### config.mk
export PLATFORM = sky130hd
export DESIGN_NAME = fetch_redirect_unit
export DESIGN_NICKNAME = d
export VERILOG_FILES = /design/src/rtl/fetch_redirect_unit.sv
export SDC_FILE = /design/constraint.sdc
export NUM_CORES = 1
export LEC_CHECK = 0
export BUFFER_PORTS_ARGS = -buffer_cell sky130_fd_sc_hd__buf_2
export CORE_UTILIZATION = 49
export CTS_BUF_LIST = sky130_fd_sc_hd__clkbuf_4 sky130_fd_sc_hd__clkbuf_8 sky130_fd_sc_hd__clkbuf_16
export CTS_CLUSTER_DIAMETER = 80
export CTS_CLUSTER_SIZE = 24
export DETAILED_ROUTE_END_ITERATION = 8
export PLACE_DENSITY_LB_ADDON = 0.2
export SETUP_SLACK_MARGIN = 0.3
export SLEW_MARGIN = 20
export SYNTH_ARGS = -nofsm -noshare
export SYNTH_HDL_FRONTEND = slang
export SYNTH_SLANG_ARGS = --single-unit
### constraint.sdc
create_clock -name clk -period 3.2 [get_ports clk]
set_input_delay 0.48 -clock clk [delete_from_list [all_inputs] [get_ports clk]]
set_output_delay 0.48 -clock clk [all_outputs]
set_load 0.1 [all_outputs]
### src/rtl/fetch_redirect_unit.sv
// fetch_redirect_unit
//   Instruction-fetch front end. Owns the fetch PC, runs a req/ack handshake
//   with a variable-latency instruction memory, fills the IF/ID register
//   through a one-entry skid buffer, and applies EX-stage redirects.
//
// Ports
//   clk, rst            clock; synchronous active-high reset
//   PCSrcE              00 seq, 01 PCTargetE, 10 ALUResultE (jalr), 11 = seq
//   PCTargetE           branch/jal target
//   ALUResultE          jalr target (bit 0 cleared before use)
//   StallD              hold the IF/ID register
//   ImemReq, ImemAddr   fetch request and address (address == PCF)
//   ImemAck, ImemRdata  memory accept + instruction word in the same cycle
//   InstrD, PCD,
//   PCPlus4D, ValidD    IF/ID register contents
//   FlushD, FlushE      combinational flush, high on any redirect
module fetch_redirect_unit #(
  parameter logic [31:0] RESET_PC  = 32'h0000_0000,
  parameter logic [31:0] NOP_INSTR = 32'h0000_0013
) (
  input  logic        clk,
  input  logic        rst,
  input  logic [1:0]  PCSrcE,
  input  logic [31:0] PCTargetE,
  input  logic [31:0] ALUResultE,
  input  logic        StallD,
  output logic        ImemReq,
  output logic [31:0] ImemAddr,
  input  logic        ImemAck,
  input  logic [31:0] ImemRdata,
  output logic [31:0] InstrD,
  output logic [31:0] PCD,
  output logic [31:0] PCPlus4D,
  output logic        ValidD,
  output logic        FlushD,
  output logic        FlushE
);

  typedef enum logic {
    REQ  = 1'b0,  // request outstanding / issuing
    HOLD = 1'b1   // a fetched word waits in the skid buffer for StallD to drop
  } fetchStateT;

  fetchStateT  state, nextState;
  logic [31:0] pcF;
  logic        drop;         // next ack belongs to a squashed request
  logic [31:0] redirTarget;  // where to go once the stale ack has arrived
  logic [31:0] skidInstr;
  logic [31:0] skidPc;

  logic        redirect;
  logic [31:0] target;
  logic        ackFire;
  logic        accept;

  assign ImemAddr = pcF;

  // NOTE: every signal written here gets a default first, so no path can
  // leave it unassigned and infer a latch.
  always_comb begin
    redirect  = (PCSrcE == 2'b01) || (PCSrcE == 2'b10);
    target    = (PCSrcE == 2'b01) ? PCTargetE : {ALUResultE[31:1], 1'b0};
    FlushD    = redirect;
    FlushE    = redirect;
    ImemReq   = !rst && (state == REQ);
    ackFire   = ImemReq && ImemAck;
    // A word is kept only if it belongs to the current path.
    accept    = ackFire && !drop && !redirect;
    nextState = state;
    case (state)
      REQ:  if (accept && StallD) nextState = HOLD;
      HOLD: if (redirect || !StallD) nextState = REQ;
      default: nextState = REQ;
    endcase
  end

  // NOTE: sequential state uses non-blocking assignments only, so every
  // register samples the pre-edge values regardless of statement order.
  always_ff @(posedge clk) begin
    if (rst) begin
      state       <= REQ;
      pcF         <= RESET_PC;
      drop        <= 1'b0;
      redirTarget <= 32'h0;
      InstrD      <= NOP_INSTR;
      PCD         <= 32'h0;
      PCPlus4D    <= 32'h0;
      ValidD      <= 1'b0;
    end else begin
      state <= nextState;
      if (redirect) begin
        // Squash IF/ID even under StallD; the wrong-path word must not issue.
        ValidD <= 1'b0;
        InstrD <= NOP_INSTR;
        if (ImemReq && !ImemAck) begin
          // The request cannot be withdrawn: keep the address stable, eat the
          // eventual ack, and only then move to the target.
          drop        <= 1'b1;
          redirTarget <= target;
        end else begin
          pcF  <= target;
          drop <= 1'b0;
        end
      end else begin
        if (ackFire && drop) begin
          drop <= 1'b0;
          pcF  <= redirTarget;
        end else if (accept) begin
          pcF <= pcF + 32'd4;
        end

        if (!StallD) begin
          if (state == HOLD) begin
            InstrD   <= skidInstr;
            PCD      <= skidPc;
            PCPlus4D <= skidPc + 32'd4;
            ValidD   <= 1'b1;
          end else if (accept) begin
            InstrD   <= ImemRdata;
            PCD      <= pcF;
            PCPlus4D <= pcF + 32'd4;
            ValidD   <= 1'b1;
          end else begin
            // Nothing fetched this cycle: feed a bubble so no word repeats.
            InstrD <= NOP_INSTR;
            ValidD <= 1'b0;
          end
        end
      end
    end
  end

  // NOTE: the skid buffer is a data-only store that is read solely in HOLD,
  // which is always entered by writing it, so it carries no reset.
  always_ff @(posedge clk) begin
    if (accept && StallD) begin
      skidInstr <= ImemRdata;
      skidPc    <= pcF;
    end
  end

endmodule
Word level (Yosys, flattened, before mapping)

Index checks and enable logic that the tools add are counted.

Eq/ne operators: 3
Reductions and logical operators: 21
Mux-type cells: 18
Bitwise operators: 3
Add/sub/neg operators: 2

Operators by type and width:

| kind                                           | count |
|---|---|
| two-way mux 32 bit                             | 10 |
| adder 32 x 3 -> 32 bit (second input constant) | 2 |
| logical AND 1 bit                              | 7 |
| two-way mux 1 bit                              | 7 |
| zero test 1 bit                                | 5 |
| AND reduction 2 bit                            | 2 |
| nonzero test 2 bit                             | 2 |
| NOT 1 bit                                      | 3 |
| AND reduction 3 bit                            | 1 |
| nonzero test 3 bit                             | 1 |
| == test 2 x 1 -> 1 bit (second input constant) | 1 |
| == test 2 bit (second input constant)          | 1 |
| logical OR 1 bit                               | 2 |
| inequality test 2 bit (second input constant)  | 1 |
| one-hot mux 1 bit (2 select lines)             | 1 |
| OR reduction 2 bit                             | 1 |

Input port bits: 102
Output and inout bits: 132
Register bits: 227

Depth between registers and ports, before layout

Gate-level depths: netlist of run 1.

Depth after elaboration: 8
Depth in mapped cells: 10

Least setup slack after synthesis of run 1

No wires, ideal clock.

Path kind: input port to flip-flop
From: in rst
To: reg skidInstr[0] (enable)
Path buffers: 2
Setup slack: -1381 ps
Arrival: 4152 ps
Library setup time: 429 ps
Required time: 2771 ps
Cell stages on the path: 5
Cell sequence: buf_2 nor2_1 and3_1 clkbuf_1 and2_1

Longest elaborated chain between the ends: 6

Ends and longest elaborated chain:

| what                            | line | RTL |
|---|---|---|
| start: declaration              | 22   | `input logic rst,` |
| zero test 1 bit                 | 65   | `ImemReq = !rst && (state == REQ);` |
| logical AND 1 bit               | 65   |  |
| net ImemReq                     | 27   | `output logic ImemReq,` |
| logical AND 1 bit               | 66   | `ackFire = ImemReq && ImemAck;` |
| logical AND 1 bit (2 in series) | 68   | `accept = ackFire && !drop && !redirect;` |
| logical AND 1 bit               | 136  | `if (accept && StallD) begin` |
| end signal: assignment          | 137  | `skidInstr <= ImemRdata;` |
| end: declaration                | 48   | `logic [31:0] skidInstr;` |

The timed path passes the listed nets, and every way through them passes these cells.
A chain may end at the register's enable or synchronous reset.

Worst setup path in the final report of run 1

From: reg pcF[13], in the netlist ImemAddr[13]
To: reg pcF[29], in the netlist ImemAddr[29]

Longest elaborated chain between the ends: 4

Ends and longest elaborated chain:

| what                     | line | RTL |
|---|---|---|
| start: declaration       | 45   | `logic [31:0] pcF;` |
| start signal: assignment | 101  | `pcF <= target;` |
| start signal: assignment | 107  | `pcF <= redirTarget;` |
| start signal: assignment | 109  | `pcF <= pcF + 32'd4;` |
| adder 32 x 3 -> 32 bit   | 109  |  |
| two-way mux 32 bit       | 108  | `end else if (accept) begin` |
| two-way mux 32 bit       | 105  | `if (ackFire && drop) begin` |
| two-way mux 32 bit       | 91   | `if (redirect) begin` |

Every way passes these cells. The select of a mux whose other input is x is not followed.

==> results of run 1 <==
[kinds of logic (layout without fill, tap and decap cells)]
logic type	after synthesis	in the layout	share of synthesized area
fa+ha+maj	3	3	0.003526
flops	225	225	0.4833
mux	72	72	0.06769
simple gates	409	409	0.1940
compound gates	279	279	0.1844
buf+inv	110	295	0.04243
xor+xnor	30	30	0.02468
[critical path, delay by kind of cell (launching register included)]
kind	cells	cell delay, ns
flip-flops	1	0.54
AND/OR/NAND/NOR	3	1.37
AO/OA/AOI/OAI	2	0.50
[state kept, by name, summed over array words and instances (netlist names)]
register     flops
drop             1
redirTarget     32
ValidD           1
InstrD          32
skidInstr       32
PCPlus4D        30
ImemAddr        32
PCD             32
state            1
skidPc          32
[stage by stage]
step           instances  utilization  hold slack (ns)  setup WS [ns]  instance area [um2]
2_1_floorplan       1128            -           0.4732         0.3823                10660
3_3_place_gp        1568       0.5689           0.4417         0.6338                12030
3_5_place_dp        1568       0.5689           0.4510         0.5819                12030
4_1_cts             1588       0.5880           0.1832         0.7789                12440
5_1_grt             1588       0.5880           0.1720         0.5349                12440
6_report            1588       0.5880           0.1972         0.6801                12440
[final cells by class]
cell class / instances / area [um2]
fill: 1927 / 8715
timing repair buffer: 263 / 1409
multi-input combinational: 793 / 5087
clock buffer: 17 / 361.6
clock inverter: 3 / 43.79
inverter: 12 / 45.04
tap: 275 / 344.1
sequential: 225 / 5149
[final timing paths]
path                 startpoint  depth (start not counted)             to  slack [ns]
hold / removal    ImemRdata[19]                          1  skidInstr[19]        0.20
setup reg to reg   ImemAddr[13]                          5   ImemAddr[29]        0.68
hold reg to reg     PCPlus4D[2]                          2    PCPlus4D[2]        0.46
setup / recovery   ImemAddr[13]                          5   ImemAddr[29]        0.68
[layer usage]
layer | wire (um) | track usage
met1 | 14010 | 0.3974
met2 | 12760 | 0.3898
met3 | 2531 | 0.03119
met4 | 493 | 0.05663
met5 | 0 | 0
[synth_stat cells, drive strengths merged, types with 2 or more instances]
library cell,instances
o31ai,12
nor3,50
a31oi,13
a221o,6
a21oi,37
ha,3
clkbuf,66
nand4,17
nand2b,7
dfxtp,161
o221ai,4
xor2,14
nor4,22
o221a,8
nor2,126
xnor2,16
a211oi,65
edfxtp,64
nor4bb,2
o31a,5
o21a,4
a221oi,33
a311oi,3
and2,5
nand3,37
or3,10
o211ai,10
nor2b,32
o311ai,2
and4,10
nand2,63
and3,12
inv,12
a31o,3
buf,32
o21ai,54
or4,10
mux2i,72
o22ai,11
or2,3
[report_power, final]
| part | switching, mW | total (mW) | internal, mW |
|---|---|---|---|
| logic | 1.21 | 1.59 | 0.380 |
| registers | 0.173 | 3.25 | 3.07 |
| clock network | 0.936 | 1.83 | 0.889 |
| total | 2.32 | 6.67 | 4.34 |
==> flow_summary.yaml, run 1 <==
drt:
  viasPerCell: 5.938
  routedWlPerCell_um: 18.76
  drcViolationCount: 0
  wl_um: 29790
  num_vias: 9429
  drt-initial-drc-count: 899
  dr.pass1.iters: 5
  final_antenna_net_count: 0
cells_and_area:
  drive_above_1_share: 0.2338
  final_cell_mix: "buf_2 (231), dfxtp_1 (160), nor2_1 (125), mux2i_1 (72), a211oi_1 (65)"
  fin_nets: 1413
  layout_commonest_cell: "buf_2"
  diodes: 0
  synthToLayoutAreaGrowth_pct: 16.84
clock_network:
  cts_tree: "yes"
  post-cts-setup-buffer-count: 0
  cts_hold_buf: 0
  path_clk_slew_ns: 0.10
  cts_sinks: 225
  cts_max_path_buffers: 3
  cts.htree.levels: 1
  cts_buffers: 13
  ctsResizeCount: 0
  clock_latency_ns: 0.48
  cts_root_buffer: "clkbuf_16"
critical_path:
  worst-endpoint-required_ns: 3.58
  worstSetupStartpointType: "flip-flop"
  endpoint_kind: "flip-flop"
  path_max_fanout: 19
  critPathMaxStageDelay_ns: 0.67
  path_cells: "and4_1, nand4_4, nor4_1, o21ai_0, a221oi_1"
  critPathSlowestCell: "nor4_1"
  worstSetupPathType: "reg -> reg"
  arrival_ns: 2.90
floorplan:
  dieArea_um2: 22320
  fp.coreArea_um2: 21150
  ioPinCount: 234
  rows: 53
  initial_core_util: 0.5033
  die_w_um: 149.4
  die_height_um: 149.4
global_route:
  overflow: 0
  grt_use_total: 0.2603
  antenna_found_initial: 0
  grt_start_max_net_pins: 67
  grt_pass1_vias: 8186
  grt_pass1_wl_um: 45910
synth:
  synth_area_um2: 10650
  ys_warn_count: 0
  netlist_instances: 1128
  synth_top_area_frac: 0.3027
  avgSynthCellArea_um2: 9.438
  synth.largest_area_cell: "dfxtp_1"
  syn_nets: 1233
  ys_seq_area_frac: 0.4833
  synth-main-ff-cell: "dfxtp_1"
  synth_top_cells_by_area: "dfxtp_1 (30%), edfxtp_1 (18%), mux2i_1 (6.8%), a211oi_1 (4.6%), nor2_1 (4.4%)"
  synthArstFlopShare: 0
  synth_seq_cells: 225
  yosysUniqueCellTypes: 61
  synth-edff-count: 64
timing:
  skew_ns: 0.01776
  finalCriticalPeriod_ns: 2.520
  tns_ns: 0
  fin_crit_sh: 0.7875
  setup_violations: 0
  clock.fmax_mhz: 396.8
  final_max_slew_viol_count: 0
  slew_headroom: 0.4815
  hold_viol: 0
  worst_slew_pin_slew_ns: 0.7718
  rsz0062_at_grt: "no"
worst_hold_path:
  hold_class: "in -> reg"
power_and_ir_drop:
  finalPower_mw: 6.665
  ir_worst_vdd_uv: 266.7
  leakagePower_nw: 4.760
  power_density_nw_per_um2: 535.8
status:
  run_status: "finished, final reports clean"
placed_design:
  detailed_place_hpwl_um: 21300
  io_buffers: 232
  globalplace.congestion: 0.9475
job:
  cap_violations: 0
No activity file was read; power rests on OpenSTA's default activity.
==> run 2, diff against run 1 <==
Settings changed: CORE_UTILIZATION 49 to 55.
Clock period 3.2 ns to 2.48 ns, I/O delays scaled along.
==> flow_summary.yaml, run 2 (synthesized netlist as in run 1, its figures left out) <==
timing:
  skew_ns: 0.01938
  timing.hold.ws_ns: 0.08890
  setup_violations: 0
  rsz0062_at_grt: "no"
  finalCriticalPeriod_ns: 2.097
  clock.fmax_mhz: 477.0
  slew_headroom: 0.5345
  final_max_slew_viol_count: 0
  fin_crit_sh: 0.8454
  worst_slew_pin_slew_ns: 0.6936
  hold_viol: 0
  tns_ns: 0
global_route:
  grt_pass1_wl_um: 46670
  overflow: 0
  antenna_found_initial: 0
  grt_start_max_net_pins: 67
  grt_use_total: 0.2953
  grt_pass1_vias: 8388
drt:
  wl_met3_um: 2370
  routedWlPerCell_um: 18.81
  wl_met1_um: 14030
  dr.pass1.iters: 5
  dr_wl_met2_um: 13120
  top_layer: "met4"
  final_antenna_net_count: 0
  num_vias: 9749
  wl_um: 30100
  drcViolationCount: 0
  viasPerCell: 6.093
  drt-initial-drc-count: 1172
floorplan:
  ioPinCount: 234
  die_height_um: 141.1
  initial_core_util: 0.5654
  fp.coreArea_um2: 18830
  rows: 50
  die_w_um: 141.1
  dieArea_um2: 19920
critical_path:
  critPathMaxStageDelay_ns: 0.52
  rr_worst_depth: 6
  rrSetupSlack_ns: 0.38
  arrival_ns: 2.53
  worstSetupPathType: "reg -> reg"
  worst-endpoint-required_ns: 2.91
  critPathSlowestCell: "or4_1"
  critPathCapture: "PCPlus4D[18]"
  endpoint_kind: "flip-flop"
  r2r-end: "PCPlus4D[18]"
  r2r-start: "skidPc[3]"
  critPathLaunch: "skidPc[3]"
  path_cells: "ha_1, nand4_1, or2_4, or4_1, a21oi_1, a221o_1"
  worstSetupStartpointType: "flip-flop"
  path_max_fanout: 12
clock_network:
  cts_root_buffer: "clkbuf_16"
  cts_hold_buf: 0
  cts_buffers: 13
  cts_tree: "yes"
  path_clk_slew_ns: 0.10
  cts_max_path_buffers: 3
  cts.htree.levels: 1
  clock_latency_ns: 0.48
  cts_sinks: 225
placed_design:
  placed_area_um2: 12300
  globalplace.congestion: 0.9369
  detailed_place_hpwl_um: 21410
  io_buffers: 232
cells_and_area:
  drive_above_1_share: 0.2776
  n_fill_cell: 1534
  fin_nets: 1439
  layout_commonest_cell: "buf_2"
  diodes: 0
  ff_latch_area_um2: 5219
  multi_input_area_um2: 5161
  post-route-util: 0.6823
  synthToLayoutAreaGrowth_pct: 20.68
  final_cell_mix: "buf_2 (231), dfxtp_1 (134), nor2_1 (125), mux2i_1 (72), a211oi_1 (65)"
  fin_area_um2: 12850
worst_hold_path:
  hold_class: "in -> reg"
power_and_ir_drop:
  leakagePower_nw: 4.944
  power_density_nw_per_um2: 674.0
  finalPower_mw: 8.660
  ir_worst_vdd_uv: 377.5
status:
  run_status: "finished, final reports clean"
job:
  cap_violations: 0
-- run 2: area by class of cell --
| type | count | area share |
|---|---|---|
| clock inverters | 3 | 0.003408 |
| repair buffers | 289 | 0.1317 |
| flip-flops and latches | 225 | 0.4062 |
| inverters | 12 | 0.003506 |
| well taps | 260 | 0.02532 |
| clock buffers | 18 | 0.02824 |
| multi-input cells | 793 | 0.4017 |
-- run 2: worst min-delay path by stage --
stage / start / to / slack [ns] / depth (start not counted)
after floorplan: ImemRdata[0] / skidInstr[0] / 0.47 / 0
after global placement: PCPlus4D[5] / PCPlus4D[5] / 0.44 / 2
after detailed placement: PCPlus4D[4] / PCPlus4D[4] / 0.44 / 2
after CTS: ImemRdata[11] / skidInstr[11] / 0.08 / 1
after global routing: ImemRdata[16] / skidInstr[16] / 0.08 / 1
final: ImemRdata[28] / skidInstr[28] / 0.09 / 1
-- run 2: worst max-delay path, delay by kind of cell, from the launching register on --
kind	cells	cell delay, ns
adders and majority gates	1	0.25
AOI/OAI and AO/OA	2	0.35
DFF	1	0.45
and+or+nand+nor	3	0.99
-- run 2: timing repair --
action | CTS | global route
pin swaps | 0 | 2
resized for setup | 2 | 10
setup buffers | 0 | 12
setup endpoints to repair | 2 | 16
-- run 2: through the flow --
stage,worst slack [ns],instances
floorplan,0.1087,1128
global placement,0.2647,1567
detailed placement,0.2032,1567
CTS,0.3090,1588
global route,0.2936,1600
finish,0.3834,1600
-- run 2: power breakdown --
| group | switching (mW) | total, mW | internal (mW) |
|---|---|---|---|
| Combinational | 1.58 | 2.10 | 0.520 |
| Clock | 1.20 | 2.35 | 1.15 |
| Sequential | 0.232 | 4.21 | 3.98 |
-- run 2: routing by layer --
| metal | global-route usage | vias up |
|---|---|---|
| met5 | 0 | - |
| met4 | 0.07208 | 0 |
| met3 | 0.04144 | 47 |
| met2 | 0.4375 | 476 |
| met1 | 0.4504 | 4570 |
| li1 | - | 4656 |
